==> src/rtl/eth_tx_mac.sv <==
// Transmit MAC stage: pops frame lengths and 64-bit data words from two
// first-word-fall-through FIFOs and serialises them MSB byte first onto a
// byte-wide GMII-style interface, framed by preamble, SFD, CRC-32 FCS and
// an inter-frame gap. A FIFO underrun aborts the frame with one tx_er
// cycle, then the rest of the frame's words are drained silently.
module eth_tx_mac #(
    parameter int PREAMBLE_BYTES = 7,
    parameter int IFG_BYTES      = 12
) (
    input  logic        clk,
    input  logic        rst,
    output logic        ctl_rd_en_out,
    input  logic [15:0] ctl_rd_d_in,
    input  logic        ctl_rd_empty_in,
    output logic        data_rd_en_out,
    input  logic [63:0] data_rd_d_in,
    input  logic        data_rd_empty_in,
    output logic        tx_en_out,
    output logic        tx_er_out,
    output logic [7:0]  tx_d_out,
    output logic        underrun_out
);

    // ST_ERR is the single tx_er cycle that follows a missed pop; the
    // frame then continues into ST_DRAIN with the transmitter idle.
    typedef enum logic [2:0] {
        ST_IDLE,
        ST_PRE,
        ST_SFD,
        ST_DATA,
        ST_FCS,
        ST_ERR,
        ST_DRAIN,
        ST_IFG
    } state_t;

    localparam logic [7:0] PRE_LAST = 8'(PREAMBLE_BYTES - 1);
    localparam logic [7:0] IFG_LAST = 8'(IFG_BYTES - 1);

    state_t      state_q, state_d;
    logic [7:0]  cnt_q, cnt_d;
    logic [6:0]  n_q, n_d;
    logic [6:0]  remain_q, remain_d;
    logic [63:0] shift_q, shift_d;
    logic [31:0] crc_q, crc_d;
    logic        underrun_q, underrun_d;
    logic        armed_q, armed_d;

    logic [31:0] fcs;
    logic [31:0] fcs_shift;
    logic        unused_ctl_bits;

    assign unused_ctl_bits = ^ctl_rd_d_in[15:7];

    // Reflected CRC-32 (poly 0xEDB88320), one byte consumed LSB first.
    function automatic logic [31:0] crc_byte(input logic [31:0] c, input logic [7:0] b);
        logic [31:0] r;
        r = c ^ {24'h000000, b};
        for (int i = 0; i < 8; i++) begin
            r = r[0] ? ((r >> 1) ^ 32'hEDB88320) : (r >> 1);
        end
        return r;
    endfunction

    // State register and datapath flops; armed_q holds off the first ctl pop until after reset release.
    always_ff @(posedge clk or negedge rst) begin
        if (!rst) begin
            state_q    <= ST_IDLE;
            cnt_q      <= 8'd0;
            n_q        <= 7'd0;
            remain_q   <= 7'd0;
            shift_q    <= 64'd0;
            crc_q      <= 32'hFFFFFFFF;
            underrun_q <= 1'b0;
            armed_q    <= 1'b0;
        end else begin
            state_q    <= state_d;
            cnt_q      <= cnt_d;
            n_q        <= n_d;
            remain_q   <= remain_d;
            shift_q    <= shift_d;
            crc_q      <= crc_d;
            underrun_q <= underrun_d;
            armed_q    <= armed_d;
        end
    end

    // Next-state, FIFO pop strobes and transmit outputs for each frame phase.
    always_comb begin
        state_d        = state_q;
        cnt_d          = cnt_q;
        n_d            = n_q;
        remain_d       = remain_q;
        shift_d        = shift_q;
        crc_d          = crc_q;
        underrun_d     = underrun_q;
        armed_d        = 1'b1;
        ctl_rd_en_out  = 1'b0;
        data_rd_en_out = 1'b0;
        tx_en_out      = 1'b0;
        tx_er_out      = 1'b0;
        tx_d_out       = 8'h00;
        fcs            = ~crc_q;
        fcs_shift      = fcs >> {cnt_q[1:0], 3'b000};

        case (state_q)
            ST_IDLE: begin
                if (armed_q && !ctl_rd_empty_in) begin
                    ctl_rd_en_out = 1'b1;
                    n_d           = ctl_rd_d_in[6:0];
                    if (ctl_rd_d_in[6:0] != 7'd0) begin
                        state_d = ST_PRE;
                        cnt_d   = 8'd0;
                    end
                end
            end
            ST_PRE: begin
                tx_en_out = 1'b1;
                tx_d_out  = 8'h55;
                if (cnt_q == PRE_LAST) begin
                    state_d = ST_SFD;
                    cnt_d   = 8'd0;
                end else begin
                    cnt_d = cnt_q + 8'd1;
                end
            end
            ST_SFD: begin
                tx_en_out = 1'b1;
                tx_d_out  = 8'hD5;
                crc_d     = 32'hFFFFFFFF;
                if (data_rd_empty_in) begin
                    underrun_d = 1'b1;
                    remain_d   = n_q;
                    state_d    = ST_ERR;
                end else begin
                    data_rd_en_out = 1'b1;
                    shift_d        = data_rd_d_in;
                    remain_d       = n_q - 7'd1;
                    state_d        = ST_DATA;
                    cnt_d          = 8'd0;
                end
            end
            ST_DATA: begin
                tx_en_out = 1'b1;
                tx_d_out  = shift_q[63:56];
                crc_d     = crc_byte(crc_q, shift_q[63:56]);
                shift_d   = shift_q << 8;
                if (cnt_q == 8'd7) begin
                    cnt_d = 8'd0;
                    if (remain_q == 7'd0) begin
                        state_d = ST_FCS;
                    end else if (data_rd_empty_in) begin
                        underrun_d = 1'b1;
                        state_d    = ST_ERR;
                    end else begin
                        data_rd_en_out = 1'b1;
                        shift_d        = data_rd_d_in;
                        remain_d       = remain_q - 7'd1;
                    end
                end else begin
                    cnt_d = cnt_q + 8'd1;
                end
            end
            ST_FCS: begin
                tx_en_out = 1'b1;
                tx_d_out  = fcs_shift[7:0];
                if (cnt_q == 8'd3) begin
                    state_d = ST_IFG;
                    cnt_d   = 8'd0;
                end else begin
                    cnt_d = cnt_q + 8'd1;
                end
            end
            ST_ERR: begin
                tx_en_out = 1'b1;
                tx_er_out = 1'b1;
                state_d   = ST_DRAIN;
            end
            ST_DRAIN: begin
                if (!data_rd_empty_in) begin
                    data_rd_en_out = 1'b1;
                    remain_d       = remain_q - 7'd1;
                    if (remain_q == 7'd1) begin
                        state_d = ST_IFG;
                        cnt_d   = 8'd0;
                    end
                end
            end
            ST_IFG: begin
                if (cnt_q == IFG_LAST) begin
                    state_d = ST_IDLE;
                    cnt_d   = 8'd0;
                end else begin
                    cnt_d = cnt_q + 8'd1;
                end
            end
            default: begin
                state_d = ST_IDLE;
            end
        endcase
    end

    assign underrun_out = underrun_q;

endmodule

==> config.mk <==
export PLATFORM = sky130hd
export DESIGN_NAME = eth_tx_mac
export DESIGN_NICKNAME = d
export VERILOG_FILES = /design/src/rtl/eth_tx_mac.sv
export SDC_FILE = /design/constraint.sdc
export NUM_CORES = 1
export LEC_CHECK = 0
export CAP_MARGIN = 15
export CORE_UTILIZATION = 50
export CTS_BUF_LIST = sky130_fd_sc_hd__clkbuf_8
export DETAILED_ROUTE_END_ITERATION = 7
export GPL_TIMING_DRIVEN = 0
export PLACE_DENSITY = 0.73
export SLEW_MARGIN = 20
export SYNTH_ARGS = -nofsm -noshare
export SYNTH_HDL_FRONTEND = slang
export SYNTH_SLANG_ARGS = --single-unit
==> constraint.sdc <==
create_clock -name clk -period 4.69 [get_ports clk]
set_clock_uncertainty 0.05 [all_clocks]
set_input_delay 1.1725 -clock clk [delete_from_list [all_inputs] [get_ports clk]]
set_output_delay 1.1725 -clock clk [all_outputs]
set_load 0.03 [all_outputs]
==> reports/qor.yml <==
status: "finished, final reports clean"
p_leak_uw: 0.004003
max-slew-margin-rel_pct: 28.59
die_w_um: 120.0
syn_area_per_cell_um2: 10.08
cts_tree: "done"
ios: 97
peakVddDrop_mv: 0.1890
synth_top_cell_area_share_pct: 32.73
path_class: "flip-flop to primary output"
grt_setup_unrepaired: "false"
r2r_slack_ps: 1930
cts_num_sinks: 123
track_usage_pct: 24.94
clk_pin_slew_worst_paths_ps: 70
final_cell_mix: "nand2_1 (113), dfrtp_1 (91), clkdlybuf4s50_1 (86), mux2i_1 (58), o21ai_1 (51)"
synth_top_area_cell: "dfrtp_1"
crit_start: "cnt_q[1]"
setup_viol: 0
ant_nets: 0
async_reset_ff_share_pct: 100.0
area_delta_synth_final_pct: 23.93
drv_cap: 0
die-height_um: 120.0
fin_crit_ps: 4384
htreeDepth: 4
grt_first_pass_wirelength_um: 27830
worst_r2r_path_depth: 8
start_util_pct: 51.92
r2r-start: "cnt_q[0]"
grt_pass1_vias: 5626
cp-end-kind: "primary output"
die_area_um2: 14390
worstReg2RegEnd: "state_q[0]"
worst_ep_arrival_time_ps: 3160
grt_start_max_net_pins: 83
wire_per_inst_um: 17.05
cp_max_fo: 10
clk_latency_ps: 440
yosys_most_used_dff: "dfrtp_1"
clock_path_buffers: 2
ys_warn_count: 0
synthesis.nets: 780
port_buffers: 87
cts_buffers: 17
drtIter0Drc: 503
viasPerCell: 5.577
syn_area_um2: 6958
syn_inst: 690
firstDrtPassIters: 7
final_common_cell: "nand2_1"
finalNetCount: 887
worst_ep_required_time_ps: 3470
finalPower_uw: 2461
core_um2: 13400
yosysUniqueCellTypes: 64
vias: 5499
cts_root_buf: "clkbuf_8"
antenna_found_initial: 0
antenna_cells: 0
synth_edf_count: 0
drive_above_1_share_pct: 11.85
fin_crit_sh_pct: 93.48
finalHoldViolCount: 0
place.gp.congestion: 0.8824
synth_seq_cells: 123
worst_pin_slew_ps: 1064
synthTopCellsByArea: "dfrtp_1 (33%), dfstp_2 (12%), mux2i_1 (8.3%), nand2_1 (6.1%), xnor2_1 (5.2%)"
finalWirelength_um: 16820
dpl.hpwl_um: 12370
crit_path_end: "tx_d_out[7]"
slew_violations: 0
achievable-frequency_mhz: 228.1
fin_hold_ws_ps: 418.0
num_rows: 42
synth_seq_area_share_pct: 44.81
fill_cells: 1105
postCtsHoldBufs: 0
p_per_area_nw_per_um2: 285.4
grt_overflow: 0
start_kind: "flip-flop"
drc: 0
min_path_type: "flip-flop to flip-flop"
power breakdown:
part	total [uW]	leakage [uW]	switching [uW]	internal [uW]
Clock	1280	0.000275	422	857
Combinational	115	0.00220	46.8	68.0
Sequential	1070	0.00153	1.84	1070
Total	2460	0.00400	470	1990
layer usage:
| metal | vias up | part of all wire (%) | track usage [%] |
|---|---|---|---|
| met2 | 180 | 49 | 41.02 |
| met5 | - | 0 | 0 |
| li1 | 2611 | - | - |
| met1 | 2681 | 43 | 31.98 |
| met4 | 0 | 1.8 | 8.125 |
| met3 | 27 | 5.8 | 6.416 |
registers in the layout, summed over array words and instances, names as in the netlist:
| name | cells |
|---|---|
| shift_q | 64 |
| state_q | 3 |
| crc_q | 32 |
| armed_q | 1 |
| remain_q | 7 |
| underrun_out | 1 |
| cnt_q | 8 |
| n_q | 7 |
area by class of cell:
| type | instances | area (um^2) | area share, % |
|---|---|---|---|
| multi-input combinational | 513 | 3528 | 40.92 |
| sequential | 123 | 3118 | 36.16 |
| timing repair buffer | 88 | 899.6 | 10.43 |
| clock inverter | 14 | 296.5 | 3.439 |
| buffer | 42 | 267.8 | 3.105 |
| clock buffer | 18 | 247.7 | 2.873 |
| tap | 176 | 220.2 | 2.554 |
| inverter | 12 | 45.04 | 0.5223 |
timing repair:
action                                  4_1_cts  5_1_grt
gates resized for setup                       0        3
buffers inserted                              0        0
endpoints found under the setup margin        0        1
synthesized netlist by cell type (3+ instances only):
cell type and n:
o21ai_1 51, o22a_1 3, nand3_1 16, o2bb2ai_1 3
xor2_2 4, xor2_1 25, xnor2_1 41, mux2i_1 58
buf_12 6, ha_1 6, dfstp_2 32, nor2b_1 4
inv_1 11, nand2_1 113, and3_1 5, o21ai_0 20
nand2b_1 6, a211oi_1 3, a22o_1 4, dfrtp_1 91
nor3_1 9, xnor3_1 4, nor2_1 36, xnor2_2 3
o22ai_1 4, clkbuf_1 35, mux4_2 8, a21oi_1 40
o31ai_1 4
metrics by stage:
stage,instances,worst slack [ps],setup TNS (ps),util (%),area (um^2)
2_1_floorplan,690,1203,0,-,6958
3_3_place_gp,953,-2360,-240770,60.07,8049
3_5_place_dp,954,524.8,0,60.28,8078
4_1_cts,986,40.33,0,64.34,8622
5_1_grt,986,212.2,0,64.35,8623
6_report,986,305.8,0,64.35,8623
worst min path at each step:
stage / depth (start not counted) / endpoint / from
floorplan: 2 / shift_q[0] / shift_q[0]
global placement: 2 / shift_q[0] / shift_q[0]
detailed placement: 2 / shift_q[4] / shift_q[4]
CTS: 2 / shift_q[0] / shift_q[0]
global route: 2 / shift_q[4] / shift_q[4]
finish: 2 / shift_q[0] / shift_q[0]
cells by family (layout without fill, tap and decap cells):
group | after synthesis | in the layout | share of synthesized area (%)
adder cells (fa/ha/maj) | 6 | 6 | 1.079
XOR/XNOR | 78 | 78 | 11.58
flip-flops | 123 | 123 | 44.81
other | 1 | 1 | 0.05390
buffers and inverters | 54 | 174 | 4.478
multiplexers | 68 | 68 | 11.26
AO/OA/AOI/OAI | 156 | 156 | 13.92
AND/OR/NAND/NOR | 204 | 204 | 12.82
critical path, cell delays in order (launching register included):
cell and delay (ps):
dfrtp_1 410, clkbuf_2 410, mux4_2 580, nor3_1 160, nor2_1 60, o21ai_0 350
clkdlybuf4s50_1 750
No activity file was read; power rests on OpenSTA's default activity.
